==> src/rtl/exec_ctrl_64.sv <==
// Y86-64 execute-stage controller: operand routing, ALU, CC register and Cnd evaluation.
// Optional build macro: EXEC_OVERFLOW_TRAP_EN (OPq signed overflow reports an error and halts).

module alu_64 (
  input  logic [63:0] aluA,
  input  logic [63:0] aluB,
  input  logic [1:0]  aluFun,
  output logic [63:0] aluResult
);
  always_comb begin
    aluResult = '0;
    case (aluFun)
      2'b00: aluResult = aluA + aluB;
      2'b01: aluResult = aluA - aluB;
      2'b10: aluResult = aluA & aluB;
      2'b11: aluResult = aluA ^ aluB;
      default: aluResult = '0;
    endcase
  end
endmodule

module exec_ctrl_64 #(
  parameter logic [2:0] CC_RESET = 3'b100
) (
  input  logic        clk,
  input  logic        rst_n,
  input  logic        in_valid,
  output logic        in_ready,
  input  logic [3:0]  in_icode,
  input  logic [3:0]  in_ifun,
  input  logic [63:0] in_valA,
  input  logic [63:0] in_valB,
  input  logic [63:0] in_valC,
  output logic        out_valid,
  input  logic        out_ready,
  output logic [63:0] out_valE,
  output logic        out_cnd,
  output logic [2:0]  out_cc,
  output logic        out_halt,
  output logic        out_err
);
  localparam int unsigned DataW = 64;

  localparam logic [3:0] IHalt  = 4'h0;
  localparam logic [3:0] ICmov  = 4'h2;
  localparam logic [3:0] IIrmov = 4'h3;
  localparam logic [3:0] IRmmov = 4'h4;
  localparam logic [3:0] IMrmov = 4'h5;
  localparam logic [3:0] IOpq   = 4'h6;
  localparam logic [3:0] IJxx   = 4'h7;
  localparam logic [3:0] ICall  = 4'h8;
  localparam logic [3:0] IRet   = 4'h9;
  localparam logic [3:0] IPush  = 4'hA;
  localparam logic [3:0] IPop   = 4'hB;

  typedef enum logic [1:0] {IDLE, EXEC, DONE, HALT} state_t;

  state_t      state;
  logic [3:0]  icodeQ, ifunQ;
  logic [63:0] valAQ, valBQ, valCQ;
  logic        trapQ;

  logic [63:0] aluA, aluB, aluResult, valENext;
  logic [1:0]  aluFun;
  logic        useAlu, isErr, isOpq, isCond;
  logic        flagZ, flagS, flagO, condTrue, cndNext, trapNext;

  // Operand and function selection per instruction class
  always_comb begin
    aluA   = '0;
    aluB   = '0;
    aluFun = 2'b00;
    useAlu = 1'b0;
    case (icodeQ)
      ICmov:          begin aluA = valAQ; useAlu = 1'b1; end
      IIrmov:         begin aluA = valCQ; useAlu = 1'b1; end
      IRmmov, IMrmov: begin aluA = valBQ; aluB = valCQ; useAlu = 1'b1; end
      IOpq:           begin aluA = valBQ; aluB = valAQ; aluFun = ifunQ[1:0]; useAlu = 1'b1; end
      ICall, IPush:   begin aluA = valBQ; aluB = DataW'(8); aluFun = 2'b01; useAlu = 1'b1; end
      IRet, IPop:     begin aluA = valBQ; aluB = DataW'(8); useAlu = 1'b1; end
      default:        ;
    endcase
  end

  alu_64 uAlu (
    .aluA      (aluA),
    .aluB      (aluB),
    .aluFun    (aluFun),
    .aluResult (aluResult)
  );

  // Error detection, result flags and condition evaluation against the pre-instruction CC
  always_comb begin
    isOpq  = (icodeQ == IOpq);
    isCond = (icodeQ == ICmov) || (icodeQ == IJxx);
    isErr  = (icodeQ > IPop) || (isOpq && (ifunQ > 4'd3)) || (isCond && (ifunQ > 4'd6));
    valENext = (useAlu && !isErr) ? aluResult : '0;

    flagZ = (aluResult == '0);
    flagS = aluResult[63];
    flagO = 1'b0;
    if (aluFun == 2'b00)
      flagO = (aluA[63] == aluB[63]) && (aluResult[63] != aluA[63]);
    else if (aluFun == 2'b01)
      flagO = (aluA[63] != aluB[63]) && (aluResult[63] != aluA[63]);

    condTrue = 1'b0;
    case (ifunQ)
      4'd0: condTrue = 1'b1;
      4'd1: condTrue = (out_cc[1] ^ out_cc[0]) | out_cc[2];
      4'd2: condTrue = out_cc[1] ^ out_cc[0];
      4'd3: condTrue = out_cc[2];
      4'd4: condTrue = !out_cc[2];
      4'd5: condTrue = !(out_cc[1] ^ out_cc[0]);
      4'd6: condTrue = !(out_cc[1] ^ out_cc[0]) && !out_cc[2];
      default: condTrue = 1'b0;
    endcase
    cndNext = isCond && !isErr && condTrue;

`ifdef EXEC_OVERFLOW_TRAP_EN
    trapNext = isOpq && !isErr && flagO;
`else
    trapNext = 1'b0;
`endif
  end

  // Control FSM with registered outputs; CC register lives in out_cc
  always_ff @(posedge clk or negedge rst_n) begin
    if (!rst_n) begin
      state     <= IDLE;
      icodeQ    <= '0;
      ifunQ     <= '0;
      valAQ     <= '0;
      valBQ     <= '0;
      valCQ     <= '0;
      trapQ     <= 1'b0;
      in_ready  <= 1'b1;
      out_valid <= 1'b0;
      out_valE  <= '0;
      out_cnd   <= 1'b0;
      out_cc    <= CC_RESET;
      out_halt  <= 1'b0;
      out_err   <= 1'b0;
    end else begin
      case (state)
        IDLE: begin
          if (in_valid) begin
            in_ready <= 1'b0;
            if (in_icode == IHalt) begin
              state    <= HALT;
              out_halt <= 1'b1;
            end else begin
              state  <= EXEC;
              icodeQ <= in_icode;
              ifunQ  <= in_ifun;
              valAQ  <= in_valA;
              valBQ  <= in_valB;
              valCQ  <= in_valC;
            end
          end
        end
        EXEC: begin
          state     <= DONE;
          out_valid <= 1'b1;
          out_valE  <= valENext;
          out_cnd   <= cndNext;
          out_err   <= isErr || trapNext;
          trapQ     <= trapNext;
          if (isOpq && !isErr)
            out_cc <= {flagZ, flagS, flagO};
        end
        DONE: begin
          if (out_ready) begin
            out_valid <= 1'b0;
            if (trapQ) begin
              state    <= HALT;
              out_halt <= 1'b1;
            end else begin
              state    <= IDLE;
              in_ready <= 1'b1;
            end
          end
        end
        HALT: begin
          in_ready  <= 1'b0;
          out_valid <= 1'b0;
          out_halt  <= 1'b1;
        end
        default: state <= IDLE;
      endcase
    end
  end
endmodule

==> config.mk <==
export PLATFORM = sky130hd
export DESIGN_NAME = exec_ctrl_64
export DESIGN_NICKNAME = d
export VERILOG_FILES = /design/src/rtl/exec_ctrl_64.sv
export SDC_FILE = /design/constraint.sdc
export NUM_CORES = 1
export LEC_CHECK = 0
export CAP_MARGIN = 40
export CELL_PAD_IN_SITES_DETAIL_PLACEMENT = 2
export CELL_PAD_IN_SITES_GLOBAL_PLACEMENT = 2
export CORE_UTILIZATION = 37
export DETAILED_ROUTE_END_ITERATION = 16
export PLACE_DENSITY = 0.85
export SLEW_MARGIN = 5
export SYNTH_ARGS = -nofsm -noshare
export SYNTH_HDL_FRONTEND = slang
export SYNTH_SLANG_ARGS = --single-unit
==> constraint.sdc <==
create_clock -name clk -period 10.3 [get_ports clk]
set_input_delay 2.06 -clock clk [delete_from_list [all_inputs] [get_ports clk]]
set_output_delay 2.06 -clock clk [all_outputs]
set_load 0.05 [all_outputs]
==> flow_summary.yaml <==
clock_network:
  clockBufferDepth: 3
  cts_hold_buf: 0
  post_cts_buffers: 0
  htree_levels: 2
  numCtsBuffers: 35
  ctsResizeCount: 0
  cts_root_buffer: "clkbuf_16"
  cts.clk_slew.worst_paths_ns: 0.06
  cts_tree: "built"
  clock-sinks: 274
  clk-insertion-delay-late_ns: 0.58
layout:
  nets: 2915
  fin_area_um2: 25500
  fill_cells: 5962
  syn_to_final_growth_pct: 21.7
  drive_gt1_share_pct: 12.7
  post-route-util_pct: 45.9
  final_cell_mix: "nand2_1 (342), clkdlybuf4s50_1 (274), dfrtp_1 (271), mux2_2 (199), a21oi_1 (171)"
  mostFrequentLayoutCell: "nand2_1"
synth:
  synth_cells: 2404
  synth_edf_count: 0
  ys_ff_latch: 274
  yosysSeqAreaShare_pct: 32.7
  async_flop_share_pct: 100
  avgSynthCellArea_um2: 8.71
  yosysWarnings: 0
  netlist_area_um2: 20900
  synth_nets: 2737
  ys_types: 94
  ys.flop_type: "dfrtp_1"
die:
  die_x_um: 240
  pin_count: 276
  dieArea_um2: 57600
  start_util_pct: 37.7
  core_area_um2: 55500
  row_count: 86
  die_h_um: 240
pwr:
  peakVddDrop_v: 0.000136
  power_leakage_nw: 11.7
  powerDensity_nw_per_um2: 96.2
  finalPower_mw: 2.45
worst_hold_path:
  hold_class: "register to register"
sta:
  finalSetupTns_ns: 0
  grt_setup_unrepaired: "no"
  tightest_slew_ns: 0.938
  fin_skew_ns: 0.0279
  holdWs_ns: 0.483
  relSlewSlack_pct: 37.2
  fin_crit_sh_pct: 77.7
  drv_slew: 0
  clock.fmax_ghz: 0.125
  setup_viol: 0
  fin_crit_ns: 8.00
  hold_viol_final: 0
grt:
  gr-usage-all-layers_pct: 37.1
  grt.overflow.total: 0
  grt_pass1_wl_um: 158000
  grt_max_degree: 85
  grt_pass1_vias: 22900
  antenna_found_initial: 9
route:
  drtAntennaViolNets: 0
  dr_total_vias: 21500
  firstDrtPassIters: 6
  drc: 0
  drt_iter0_markers: 1968
  vias_per_cell: 6.41
  wirelength_um: 107000
  routedWlPerCell_um: 31.9
setup_path:
  endpoint_kind: "register"
  cp_max_fo: 32
  cp-start-kind: "register"
  arrival_ns: 8.44
  crit_required_ns: 10.74
  critPathKind: "register to register"
job:
  drv_cap: 0
placement:
  place_hpwl_um: 77200
  routabilityCongestion: 0.936
  postPlaceCellArea_um2: 24300
  io_buffers: 275
outcome:
  run_status: "complete, no violations"
-- cells in the mapped netlist (13+ instances only) --
master	n	area (um^2)
nand2_1	343	1290
dfrtp_1	272	6810
mux2_2	199	2240
a21oi_1	171	856
nor2_1	166	623
ha_1	128	1600
o21ai_0	118	591
clkbuf_1	107	402
a22oi_1	102	766
xnor2_1	60	526
o2bb2ai_1	55	482
nand3_1	50	250
xor2_1	48	420
nor3_1	43	215
a21o_1	37	278
inv_1	36	135
nand4_1	31	194
buf_1	28	105
and3_1	26	163
buf_2	24	120
a31oi_1	23	144
nand2b_1	23	144
o21bai_1	20	150
mux2i_1	19	190
nor4_1	19	119
nand3b_1	17	128
nor2b_1	14	87.6
o211ai_1	14	105
or3_1	13	81.3
-- metrics by stage --
| stage | worst slack [ns] | instances |
|---|---|---|
| 2_1_floorplan | 3.56 | 2404 |
| 3_3_place_gp | 2.97 | 3287 |
| 5_1_grt | 1.86 | 3351 |
| 3_5_place_dp | 2.66 | 3292 |
| 6_report | 2.30 | 3354 |
| 4_1_cts | 2.43 | 3348 |
-- cell type report --
class / count / area, um^2 / share of cell area [%]
Clock buffer: 44 / 950 / 3.73
Timing Repair Buffer: 309 / 3090 / 12.1
Inverter: 38 / 143 / 0.560
Multi-Input combinational cell: 1924 / 13300 / 52.3
Antenna cell: 5 / 12.5 / 0.0491
Clock inverter: 12 / 161 / 0.633
Sequential cell: 274 / 6860 / 26.9
Tap cell: 748 / 936 / 3.67
-- flip-flops by register name (all words and copies together), names as in the netlist --
signal and count:
out_cnd 1, out_valE 64, valBQ 64, valCQ 64, state 2, out_halt 1, out_valid 1, out_cc 3
ifunQ 4, in_ready 1, out_err 1, icodeQ 4, valAQ 64
-- report_power, final --
part	leakage (nW)	switching, mW	internal (mW)	total [mW]
Clock	0.534	0.547	0.707	1.25
Combinational	7.41	0.0490	0.0714	0.120
Sequential	3.80	0	1.08	1.08
Total	11.7	0.596	1.86	2.45
-- path summary, 6_finish.rpt --
check / startpoint / end / slack, ns / cells after the start
setup / recovery: icodeQ[3] / out_cc[0] / 2.30 / 23
hold reg to reg: out_valE[22] / out_valE[22] / 0.48 / 1
setup reg to reg: icodeQ[3] / out_cc[0] / 2.30 / 23
min in group asynchronous: rst_n / valCQ[4] / 1.48 / 1
hold / removal: out_valE[22] / out_valE[22] / 0.48 / 1
max in group asynchronous: rst_n / valCQ[43] / 6.90 / 4
-- critical path, cell delays in order (launching register included) --
cell and delay [ns]:
dfrtp_1 0.73, nand2b_2 0.70, o221ai_2 0.32, nor3_2 0.31
or3b_1 0.43, nor2_1 0.32, nand3_1 0.22, or3_1 0.44
nor2_1 0.26, nand2_1 0.14, o21ai_2 0.26, xor2_1 0.11
ha_1 0.45, nand2_1 0.19, o21ai_0 0.32, o311ai_1 0.21
nor2b_1 0.19, or4_1 0.51, a31oi_1 0.37, o21ai_0 0.16
xnor2_1 0.17, a21oi_2 0.49, xnor2_1 0.17, o41ai_2 0.33
-- per-layer routing --
layer | up-vias | routed length (um) | GRT usage, %
met3 | 214 | 9760 | 9.33
met2 | 1060 | 45900 | 54.9
met5 | - | 38 | 0
met1 | 11100 | 47600 | 52.4
met4 | 6 | 3630 | 12.4
li1 | 9152 | - | -
-- kinds of logic after synthesis --
| group | synth area share [%] |
|---|---|
| buffers and inverters | 4.01 |
| and+or+nand+nor | 17.5 |
| muxes | 11.6 |
| adders and majority gates | 7.74 |
| AOI/OAI and AO/OA | 21.9 |
| DFF | 32.7 |
| xor gates and xnor gates | 4.52 |
No activity file was read; power rests on OpenSTA's default activity.
